## config.mk

```make
export PLATFORM = sky130hd
export DESIGN_NAME = fp_div_iter
export DESIGN_NICKNAME = d
export VERILOG_FILES = /design/src/rtl/fp_div_iter.sv
export SDC_FILE = /design/constraint.sdc
export NUM_CORES = 1
export LEC_CHECK = 0
export BUFFER_PORTS_ARGS = -buffer_cell sky130_fd_sc_hd__buf_2
export CAP_MARGIN = 20
export CORE_MARGIN = 2
export CORE_UTILIZATION = 30
export CTS_CLUSTER_SIZE = 24
export DETAILED_ROUTE_END_ITERATION = 10
export GPL_ROUTABILITY_DRIVEN = 0
export PLACE_DENSITY = 0.53
export SLEW_MARGIN = 5
export SYNTH_ARGS = -nofsm -noshare
export SYNTH_HDL_FRONTEND = slang
export SYNTH_SLANG_ARGS = --single-unit
```

## constraint.sdc

```tcl
create_clock -name clk -period 4.65 [get_ports clk]
set_input_delay 1.1625 -clock clk [delete_from_list [all_inputs] [get_ports clk]]
set_output_delay 1.1625 -clock clk [all_outputs]
set_load 0.1 [all_outputs]
```

## src/rtl/fp_div_iter.sv

```systemverilog
// Iterative IEEE-754 divider: radix-2 restoring mantissa division with RNE rounding,
// special-case bypass and a five-bit exception vector, behind valid/ready handshakes.
module fp_div_iter #(
    parameter  int EXP_W = 8,
    parameter  int MAN_W = 23,
    localparam int W     = 1 + EXP_W + MAN_W
) (
    input  logic         clk,
    input  logic         rst,
    input  logic         in_valid,
    output logic         in_ready,
    input  logic [W-1:0] a,
    input  logic [W-1:0] b,
    output logic         busy,
    output logic         out_valid,
    input  logic         out_ready,
    output logic [W-1:0] result,
    output logic [4:0]   flags,
    output logic [2:0]   state_dbg
);
    // Handshake: a transfer happens on any rising edge where valid and ready are both high;
    // in_ready is high only in IDLE and out_valid only in DONE, where result/flags hold still.

    localparam int EW    = EXP_W + 2;
    localparam int CNT_W = $clog2(MAN_W + 4);
    localparam logic signed [EW-1:0] BIAS  = EW'((1 << (EXP_W - 1)) - 1);
    localparam logic signed [EW-1:0] MAX_E = EW'((1 << EXP_W) - 1);
    localparam logic [CNT_W-1:0]     LAST  = CNT_W'(MAN_W + 2);
    localparam logic [W-1:0]         QNAN  = {1'b0, {EXP_W{1'b1}}, 1'b1, {(MAN_W-1){1'b0}}};

    typedef enum logic [2:0] {
        S_IDLE  = 3'd0,
        S_PREP  = 3'd1,
        S_ITER  = 3'd2,
        S_ROUND = 3'd3,
        S_DONE  = 3'd4
    } state_t;

    state_t state, state_next;

    logic [W-1:0]           a_r, b_r;
    logic                   sign;
    logic signed [EW-1:0]   exp_r;
    logic [MAN_W+1:0]       rem;
    logic [MAN_W:0]         div;
    logic [MAN_W+2:0]       q;
    logic [CNT_W-1:0]       cnt;

    assign in_ready  = (state == S_IDLE);
    assign busy      = ~in_ready;
    assign out_valid = (state == S_DONE);
    assign state_dbg = state;

    // Operand unpack and special-case classification (subnormals count as zero)
    logic [EXP_W-1:0]     ea, eb;
    logic [MAN_W-1:0]     fa, fb;
    logic                 sgn_calc;
    logic                 a_zero, b_zero, a_inf, b_inf, a_nan, b_nan;
    logic                 special;
    logic [W-1:0]         spec_res;
    logic [4:0]           spec_flags;
    logic signed [EW-1:0] exp_calc;

    always_comb begin
        ea       = a_r[W-2:MAN_W];
        eb       = b_r[W-2:MAN_W];
        fa       = a_r[MAN_W-1:0];
        fb       = b_r[MAN_W-1:0];
        sgn_calc = a_r[W-1] ^ b_r[W-1];
        a_zero   = (ea == '0);
        b_zero   = (eb == '0);
        a_inf    = (ea == '1) && (fa == '0);
        b_inf    = (eb == '1) && (fb == '0);
        a_nan    = (ea == '1) && (fa != '0);
        b_nan    = (eb == '1) && (fb != '0);
        exp_calc = $signed({2'b00, ea}) - $signed({2'b00, eb}) + BIAS;

        special    = 1'b1;
        spec_res   = '0;
        spec_flags = '0;
        if (a_nan || b_nan) begin
            spec_res = QNAN;
        end else if ((a_zero && b_zero) || (a_inf && b_inf)) begin
            spec_res   = QNAN;
            spec_flags = 5'b10000;
        end else if (a_inf) begin
            spec_res = {sgn_calc, {EXP_W{1'b1}}, {MAN_W{1'b0}}};
        end else if (b_zero) begin
            spec_res   = {sgn_calc, {EXP_W{1'b1}}, {MAN_W{1'b0}}};
            spec_flags = 5'b01000;
        end else if (a_zero || b_inf) begin
            spec_res = {sgn_calc, {(W-1){1'b0}}};
        end else begin
            special = 1'b0;
        end
    end

    // One restoring-division step
    logic             ge;
    logic [MAN_W+1:0] rem_sel;
    logic [MAN_W+1:0] rem_next;

    always_comb begin
        ge       = (rem >= {1'b0, div});
        rem_sel  = ge ? (rem - {1'b0, div}) : rem;
        rem_next = rem_sel << 1;
    end

    // Normalise, round to nearest even, then clamp to the representable range
    logic [MAN_W+2:0]     qn;
    logic signed [EW-1:0] en, ef;
    logic [MAN_W:0]       mant;
    logic                 g_bit, r_bit, s_bit, inc, inexact;
    logic [MAN_W+1:0]     sum;
    logic [MAN_W-1:0]     frac;
    logic [W-1:0]         rnd_res;
    logic [4:0]           rnd_flags;

    always_comb begin
        if (q[MAN_W+2]) begin
            qn = q;
            en = exp_r;
        end else begin
            qn = q << 1;
            en = exp_r - EW'(1);
        end
        mant    = qn[MAN_W+2:2];
        g_bit   = qn[1];
        r_bit   = qn[0];
        s_bit   = (rem != '0);
        inexact = g_bit | r_bit | s_bit;
        inc     = g_bit & (r_bit | s_bit | mant[0]);
        sum     = {1'b0, mant} + {{(MAN_W+1){1'b0}}, inc};
        if (sum[MAN_W+1]) begin
            frac = sum[MAN_W:1];
            ef   = en + EW'(1);
        end else begin
            frac = sum[MAN_W-1:0];
            ef   = en;
        end

        if (ef >= MAX_E) begin
            rnd_res   = {sign, {EXP_W{1'b1}}, {MAN_W{1'b0}}};
            rnd_flags = 5'b00101;
        end else if (ef <= EW'(0)) begin
            rnd_res   = {sign, {(W-1){1'b0}}};
            rnd_flags = 5'b00011;
        end else begin
            rnd_res   = {sign, ef[EXP_W-1:0], frac};
            rnd_flags = {4'b0000, inexact};
        end
    end

    always_comb begin
        state_next = state;
        case (state)
            S_IDLE:  if (in_valid) state_next = S_PREP;
            S_PREP:  state_next = special ? S_DONE : S_ITER;
            S_ITER:  if (cnt == LAST) state_next = S_ROUND;
            S_ROUND: state_next = S_DONE;
            S_DONE:  if (out_ready) state_next = S_IDLE;
            default: state_next = S_IDLE;
        endcase
    end

    always_ff @(posedge clk) begin
        if (rst) state <= S_IDLE;
        else     state <= state_next;
    end

    always_ff @(posedge clk) begin
        if (rst) begin
            a_r    <= '0;
            b_r    <= '0;
            sign   <= 1'b0;
            exp_r  <= '0;
            rem    <= '0;
            div    <= '0;
            q      <= '0;
            cnt    <= '0;
            result <= '0;
            flags  <= '0;
        end else begin
            case (state)
                S_IDLE: begin
                    if (in_valid) begin
                        a_r <= a;
                        b_r <= b;
                    end
                end
                S_PREP: begin
                    sign  <= sgn_calc;
                    exp_r <= exp_calc;
                    rem   <= {2'b01, fa};
                    div   <= {1'b1, fb};
                    q     <= '0;
                    cnt   <= '0;
                    if (special) begin
                        result <= spec_res;
                        flags  <= spec_flags;
                    end
                end
                S_ITER: begin
                    rem <= rem_next;
                    q   <= {q[MAN_W+1:0], ge};
                    cnt <= cnt + CNT_W'(1);
                end
                S_ROUND: begin
                    result <= rnd_res;
                    flags  <= rnd_flags;
                end
                default: ;
            endcase
        end
    end

endmodule

```

==> run metrics, run 1 <==
run status complete, no violations; FF-to-FF path depth 14; largest net degree at the start of global routing 96; Ports 111; fin cells around 2000; dpl ws ~0.61 ns; Final WS setup between 0.5 and 0.6 ns; Worst VDD drop ~0.00024 V; post-CTS setup buffer count 0; hold path start div[22]; die area roughly 0.038 mm^2; Mapped Area 0.01105 mm^2; Horiz. Die Dim 195.9 um; core area roughly 0.036 mm^2; share of post-route cells with drive strength above 1 0.1298; gr usage total 0.1630; Worst EP arrival around 4.5 ns; Hold Path End div[22]; Post-DRT Antenna Nets 0; Port Buffers 110; r2r setup slk 0.57 ns; fillers slightly below 4000; async set-reset flop share out of synthesis 0; Critical Path Most Common Cell buf_4; post-CTS sizing 0; EDFF count, synth 0; Setup TNS Final 0 ns; Die H 195.9 um; Comb power frac 0.374; vias in the first global route between 9000 and 10000; Clock transition at path regs ~0.07 ns; kind of critical path reg -> reg; commonest non-fill, non-tap cell in the layout nand2_1; Crit. End Element register; post-synthesis average cell area about 7.7 um^2; Sequential Power Share 0.354; remaining global-route overflow 0; clock network fraction of design power 0.271; R2R Path End result[1]; routed vias/inst about 5.2; r2r startpoint q[25]; initial DRC count just over 600; internal power approximately 3.3 mW; Worst Hold Path Cells 2; Post-DP HPWL between 20 and 25 mm; Setup-failing EPs final 0; DRT Wirelength between 30 and 40 mm; Final nets ~1600; Placed Cells ~1900; ANT cells 0; initial antenna violation count 0; crit path max fanout 21; upper clock frequency limit approximately 250 MHz; Pins Over Slew Limit 0; Distinct cells, synth 80; row cnt 70; Clock Sinks 195; Leak approximately 5 nW; Hold Path Class reg -> reg; Worst Max-Slew Pin Slew about 1 ns; Seq cells post-synth approximately 200; final number of hold-violating endpoints 0; final critical-path required period between 4 and 5 ns; CTS Buffer Depth 2; CP peak stage delay about 0.46 ns; max_cap viols 0; post-layout instance area ~0.013 mm^2; CTS Buf Count 17; Pwr Total 5.406 mW; switch share 0.3848; number of cells produced by synthesis between 1000 and 1500; FF+latch area 0.003905 mm^2; Slew HR 0.3218; htree depth 4; drt wl/cell ~16 um; YS warnings 0; CP max-delay cell and4_1; Seq/Total Area, Yosys 0.3534; Synth Net Count approximately 1500; Via Count between 10000 and 15000; CP Launch Type register; worst skew pair latency about 0.45 ns; Starting Density 0.3032; Area after DPL between 0.01 and 0.015 mm^2; Post-synth top flop dfxtp_1; data required time of the critical path about 5.0 ns; CTS tree built; RSZ-0062 raised after global routing false; hold_buf cts 0; Multi-input gate area ~0.0066 mm^2; Clk Tree Root Cell clkbuf_16; crit-path cells nand2b_1 -> a21boi_0 -> ha_1 -> nand3_1 -> nor4_4 -> buf_4 -> and4_1 -> nand2_1 -> xnor2_1 -> a41o_1 -> a2111oi_4 -> buf_4 -> and2_1 -> a22o_1; first-pass GRT wire length approximately 50 mm; pwr dens ~430 mW/mm^2; commonest non-fill, non-tap cells in the layout nand2_1, dfxtp_1, a21oi_1; DRC viols 0; skew final around 0.011 ns; Detailed Routing Iterations Pass 1 4; Area Overhead vs Synth 13.65%; switching power approximately 2.1 mW; Tcrit/Tclk final 0.8765
==> cell families after synthesis <==
| logic type | share of synthesized area |
|---|---|
| AO/OA/AOI/OAI | 0.2261 |
| adder cells (fa/ha/maj) | 0.04666 |
| multiplexers | 0.03477 |
| buffers and inverters | 0.05471 |
| AND/OR/NAND/NOR | 0.2400 |
| XOR/XNOR | 0.04440 |
| flip-flops | 0.3534 |
==> final cells by class <==
type | instances | area share
timing repair buffer | 130 | 0.05721
clock buffer | 18 | 0.03498
multi-input combinational | 1088 | 0.5227
clock inverter | 13 | 0.01007
sequential | 195 | 0.3110
inverter | 58 | 0.01734
tap | 468 | 0.04664
==> worst max-delay path, delay by kind of cell (launching register included) <==
family	cells	cell delay (ns)
fa+ha+maj	1	0.24
flops	1	0.44
compound gates	4	1.01
xor+xnor	1	0.20
simple gates	6	1.69
buf+inv	2	0.43
==> worst max-delay path by stage <==
stage	end	from	slack, ns
5_1_grt	result[21]	q[25]	0.23
4_1_cts	result[1]	q[25]	0.59
2_1_floorplan	result[1]	q[25]	0.32
6_report	result[1]	q[25]	0.57
3_3_place_gp	result[1]	q[25]	0.62
3_5_place_dp	result[21]	q[25]	0.61
==> metal layers <==
layer,wire length [um],up-vias,GRT usage,part of all wire
met4,582,0,0.05135,0.019
met3,1018,34,0.02304,0.033
li1,-,5190,-,-
met1,15690,4881,0.2256,0.50
met2,13970,194,0.2619,0.45
met5,0,-,0,0
==> per-stage QoR <==
step                utilization  hold slack (ns)
global route             0.3446           0.4837
floorplan                     -           0.4353
CTS                      0.3442           0.4592
global placement         0.3282           0.4450
finish                   0.3446           0.4579
detailed placement       0.3286           0.4479
==> synthesized netlist by cell type, types with 23 or more instances <==
library cell	instances	area (um^2)
nor2_1	126	473.0
xnor2_1	34	297.8
inv_1	58	217.7
nand4_1	23	143.9
nand3_1	29	145.1
a22o_1	26	227.7
nand2_1	273	1025
a22oi_1	28	210.2
a21oi_1	140	700.7
clkbuf_1	78	292.8
a211oi_1	25	187.7
ha_1	38	475.5
o21ai_0	41	205.2
dfxtp_1	195	3904
mux2i_1	35	350.3
nor3_1	26	130.1
==> power by group through the flow <==
stage	logic [mW]	clock network, mW	registers (mW)
global route	2.24	1.56	1.93
detailed placement	2.01	0	1.95
CTS	2.02	1.50	1.92
finish	2.02	1.47	1.92
floorplan	1.53	0	1.98
global placement	1.99	0	1.95
==> sequential cells by signal (all words and copies together) (netlist names) <==
| signal | count |
|---|---|
| sign | 1 |
| q | 26 |
| rem | 25 |
| exp_r | 10 |
| flags | 5 |
| cnt | 5 |
| a_r | 32 |
| div | 24 |
| result | 32 |
| b_r | 32 |
| state_dbg | 3 |
No activity file was read; power rests on OpenSTA's default activity.
==> inputs of run 2 (changes only) <==
CORE_MARGIN = unset   (was 2)
==> run metrics, run 2 (same netlist as run 1, synthesis figures left out) <==
kind of critical path reg -> reg; worst hold margin between 0.4 and 0.5 ns; Post-DP HPWL 23.01 mm; Port Buffers 110; drt wl/cell between 15 and 20 um; Top Registers a_r x32, b_r x32, result x32; initial antenna violation count 0; Final nets 1597; core area 0.03591 mm^2; DRT Wirelength 31.31 mm; Horiz. Die Dim between 150 and 200 um; CTS tree built; final core utilization 0.3497; Worst Max-Slew Pin Slew slightly below 1 ns; Pwr Total roughly 5.5 mW; Pins Over Slew Limit 0; crit path max fanout 29; Setup TNS Final 0 ns; initial DRC count 570; run status complete, no violations; Leak slightly below 5 nW; Worst EP arrival 4.47 ns; r2r setup slk 0.57 ns; hold_buf cts 0; share of post-route cells with drive strength above 1 0.1292; Setup-failing EPs final 0; first-pass GRT wire length between 50 and 60 mm; Tcrit/Tclk final 0.8764; CTS Buffer Depth 2; data required time of the critical path slightly above 5 ns; Starting Density 0.3076; post-CTS setup buffer count 0; final critical-path required period about 4.1 ns; Area Overhead vs Synth 13.69%; row cnt 69; Die H 193.9 um; Worst VDD drop between 0.0003 and 0.0004 V; final number of hold-violating endpoints 0; CP Launch Type register; pwr dens about 440 mW/mm^2; largest net degree at the start of global routing between 90 and 100; commonest non-fill, non-tap cell in the layout nand2_1; remaining global-route overflow 0; Clk Tree Root Cell clkbuf_16; routed vias/inst 5.187; Slew HR 0.3422; Clock transition at path regs 0.08 ns; htree depth 4; Crit. End Element register; Via Count 10183; upper clock frequency limit between 200 and 250 MHz; RSZ-0062 raised after global routing false; worst skew pair latency 0.46 ns; Clock Sinks slightly below 200; commonest non-fill, non-tap cells in the layout nand2_1, dfxtp_1, a21oi_1; gr usage total 0.1687; post-CTS sizing 0; CTS Buf Count 17; Post-DRT Antenna Nets 0; Ports between 100 and 150; ANT cells 0; vias in the first global route 9733; Detailed Routing Iterations Pass 1 5; DRC viols 0; max_cap viols 0; die area around 0.038 mm^2; skew final 0.01268 ns; Hold Path Class reg -> reg
==> run 2: power by group <==
group | internal [mW] | leakage (nW) | total, mW | switching, mW
Combinational | 0.791 | 3.02 | 2.03 | 1.24
Sequential | 1.78 | 1.59 | 1.91 | 0.131
Clock | 0.816 | 0.282 | 1.52 | 0.708
Total | 3.39 | 4.89 | 5.47 | 2.08
==> run 2: worst max-delay path, stage by stage, from the launching register on <==
cell,delay (ns)
dfxtp_2,0.39
buf_4,0.33
mux2_2,0.22
ha_1,0.20
nand3_1,0.15
nor4_4,0.27
buf_4,0.19
and4_1,0.59
nand2_1,0.20
xnor2_1,0.20
a41o_1,0.29
a2111oi_4,0.38
and2_1,0.41
a22o_1,0.20
==> run 2: final cells by class <==
class,count,area (um^2)
fillers,3863,23350
well taps,461,576.8
clock inverters,13,151.4
inverters,58,217.7
clock buffers,19,442.9
flip-flops and latches,195,3905
repair buffers,129,703.2
multi-input cells,1088,6563
==> run 2: path summary, 6_finish.rpt <==
path / startpoint / to / depth (start not counted)
max: q[25] / result[21] / 13
max reg2reg: q[25] / result[21] / 13
min: div[8] / div[8] / 2
min reg2reg: div[8] / div[8] / 2
==> run 2: per-layer routing <==
metal  track usage  vias to the layer above  wire length [um]
li1              -                     5185                 -
met1        0.2336                     4778             15560
met2        0.2645                      184             13930
met3       0.02766                       36              1104
met4       0.05791                        0               713
met5             0                        -                 0
==> run 2: per-stage QoR <==
step                instances  instance area [um^2]  setup slack, ns
floorplan                1437                 11060           0.3156
global placement         1930                 11950           0.6728
detailed placement       1930                 11950           0.6284
CTS                      1962                 12540           0.6040
global route             1963                 12560           0.2246
finish                   1963                 12560           0.5749
==> inputs of run 3 (changes only) <==
ABC_CLOCK_PERIOD_IN_PS = 4650   (was unset)
CTS_BUF_LIST = sky130_fd_sc_hd__clkbuf_4 sky130_fd_sc_hd__clkbuf_8 sky130_fd_sc_hd__clkbuf_16   (was unset)
==> run metrics, run 3 (same netlist as run 1, synthesis figures left out) <==
run status complete, no violations; commonest non-fill, non-tap cell in the layout nand2_1; internal power around 3.4 mW; Clock Sinks just under 200; Comb power frac 0.371; final critical-path required period between 4 and 5 ns; Top Registers a_r x32, b_r x32, result x32; worst skew pair latency about 0.46 ns; Slew HR 0.3408; Hold Path Class reg -> reg; CTS tree built; drt wl/cell about 16 um; post-CTS setup buffer count 0; row cnt 69; largest net degree at the start of global routing just over 90; final number of hold-violating endpoints 0; Horiz. Die Dim a little under 200 um; initial antenna violation count 0; CTS Buffer Depth 2; Pins Over Slew Limit 0; Setup-failing EPs final 0; post-CTS sizing 0; clock network fraction of design power 0.280; DRT Wirelength 31.32 mm; remaining global-route overflow 0; Clk Tree Root Cell clkbuf_16; r2r startpoint q[25]; Worst EP arrival between 4 and 5 ns; kind of critical path reg -> reg; hold_buf cts 0; core area 0.03591 mm^2; share of post-route cells with drive strength above 1 0.1298; Clock transition at path regs 0.08 ns; RSZ-0062 raised after global routing false; first-pass GRT wire length approximately 52 mm; commonest non-fill, non-tap cells in the layout nand2_1, dfxtp_1, a21oi_1; Post-DRT Antenna Nets 0; htree depth 4; upper clock frequency limit 245.5 MHz; Detailed Routing Iterations Pass 1 5; Starting Density 0.3076; pwr dens around 440 mW/mm^2; routed vias/inst between 5 and 6; Post-DP HPWL around 23 mm; switch share 0.3796; data required time of the critical path 5.05 ns; ANT cells 0; CTS Buf Count 17; Ports ~110; Leak a little under 5 nW; skew final 0.01200 ns; Crit. End Element register; die area about 0.038 mm^2; DRC viols 0; Via Count between 10000 and 15000; vias in the first global route roughly 10000; gr usage total 0.1687; Setup crit start q[25]; max_cap viols 0; crit path max fanout 29; Port Buffers 110; CP Launch Type register; initial DRC count 574; switching power about 2.1 mW; hold path start result[20]; fillers around 3900; final core utilization 0.3498; Sequential Power Share 0.350; Setup TNS Final 0 ns; Die H roughly 190 um; Final nets between 1500 and 2000; Worst VDD drop just over 0.0003 V; Worst Max-Slew Pin Slew approximately 1 ns; Tcrit/Tclk final 0.8761; Area Overhead vs Synth 13.73%
==> run 3: cell counts in the layout (fill, tap and decap cells not counted) <==
No cell type changed its count.
==> run 3: power groups by stage <==
stage | logic [mW] | clock network [mW] | registers (mW)
6_report | 2.03 | 1.53 | 1.91
5_1_grt | 2.25 | 1.63 | 1.93
4_1_cts | 2.03 | 1.57 | 1.91
3_5_place_dp | 2.02 | 0 | 1.95
3_3_place_gp | 2.02 | 0 | 1.95
2_1_floorplan | 1.53 | 0 | 1.98
==> run 3: final timing paths <==
kind / endpoint / slack [ns] / cells after the start
hold / removal: result[20] / 0.46 / 2
setup reg to reg: result[21] / 0.58 / 13
hold reg to reg: result[20] / 0.46 / 2
setup / recovery: result[21] / 0.58 / 13
==> run 3: metal layers <==
metal  track usage  share of wire
met2        0.2645           0.44
met1        0.2336           0.50
met3       0.02766          0.036
met5             0              0
met4       0.05791          0.023
==> run 3: metrics by stage <==
step / setup slack [ns] / hold slack [ns] / total power [mW] / instances / cell area [um^2]
2_1_floorplan: 0.3156 / 0.4353 / 3.516 / 1437 / 11060
5_1_grt: 0.2246 / 0.4873 / 5.812 / 1963 / 12560
6_report: 0.5763 / 0.4589 / 5.474 / 1963 / 12560
3_5_place_dp: 0.6284 / 0.4428 / 3.970 / 1930 / 11950
3_3_place_gp: 0.6728 / 0.4424 / 3.968 / 1930 / 11950
4_1_cts: 0.6040 / 0.4592 / 5.518 / 1962 / 12550
==> run 3: cell type report <==
class                           count  area, um^2  area share
Clock buffer                       19       446.7     0.03555
Clock inverter                     13       151.4     0.01205
Inverter                           58       217.7     0.01733
Multi-Input combinational cell   1088        6563      0.5224
Sequential cell                   195        3905      0.3108
Tap cell                          461       576.8     0.04591
Timing Repair Buffer              129       703.2     0.05597
==> run 3: worst max-delay path, cell delays in order (launching register included) <==
cell	delay (ns)
dfxtp_2	0.39
buf_4	0.33
mux2_2	0.22
ha_1	0.20
nand3_1	0.15
nor4_4	0.27
buf_4	0.19
and4_1	0.59
nand2_1	0.20
xnor2_1	0.20
a41o_1	0.29
a2111oi_4	0.38
and2_1	0.41
a22o_1	0.20
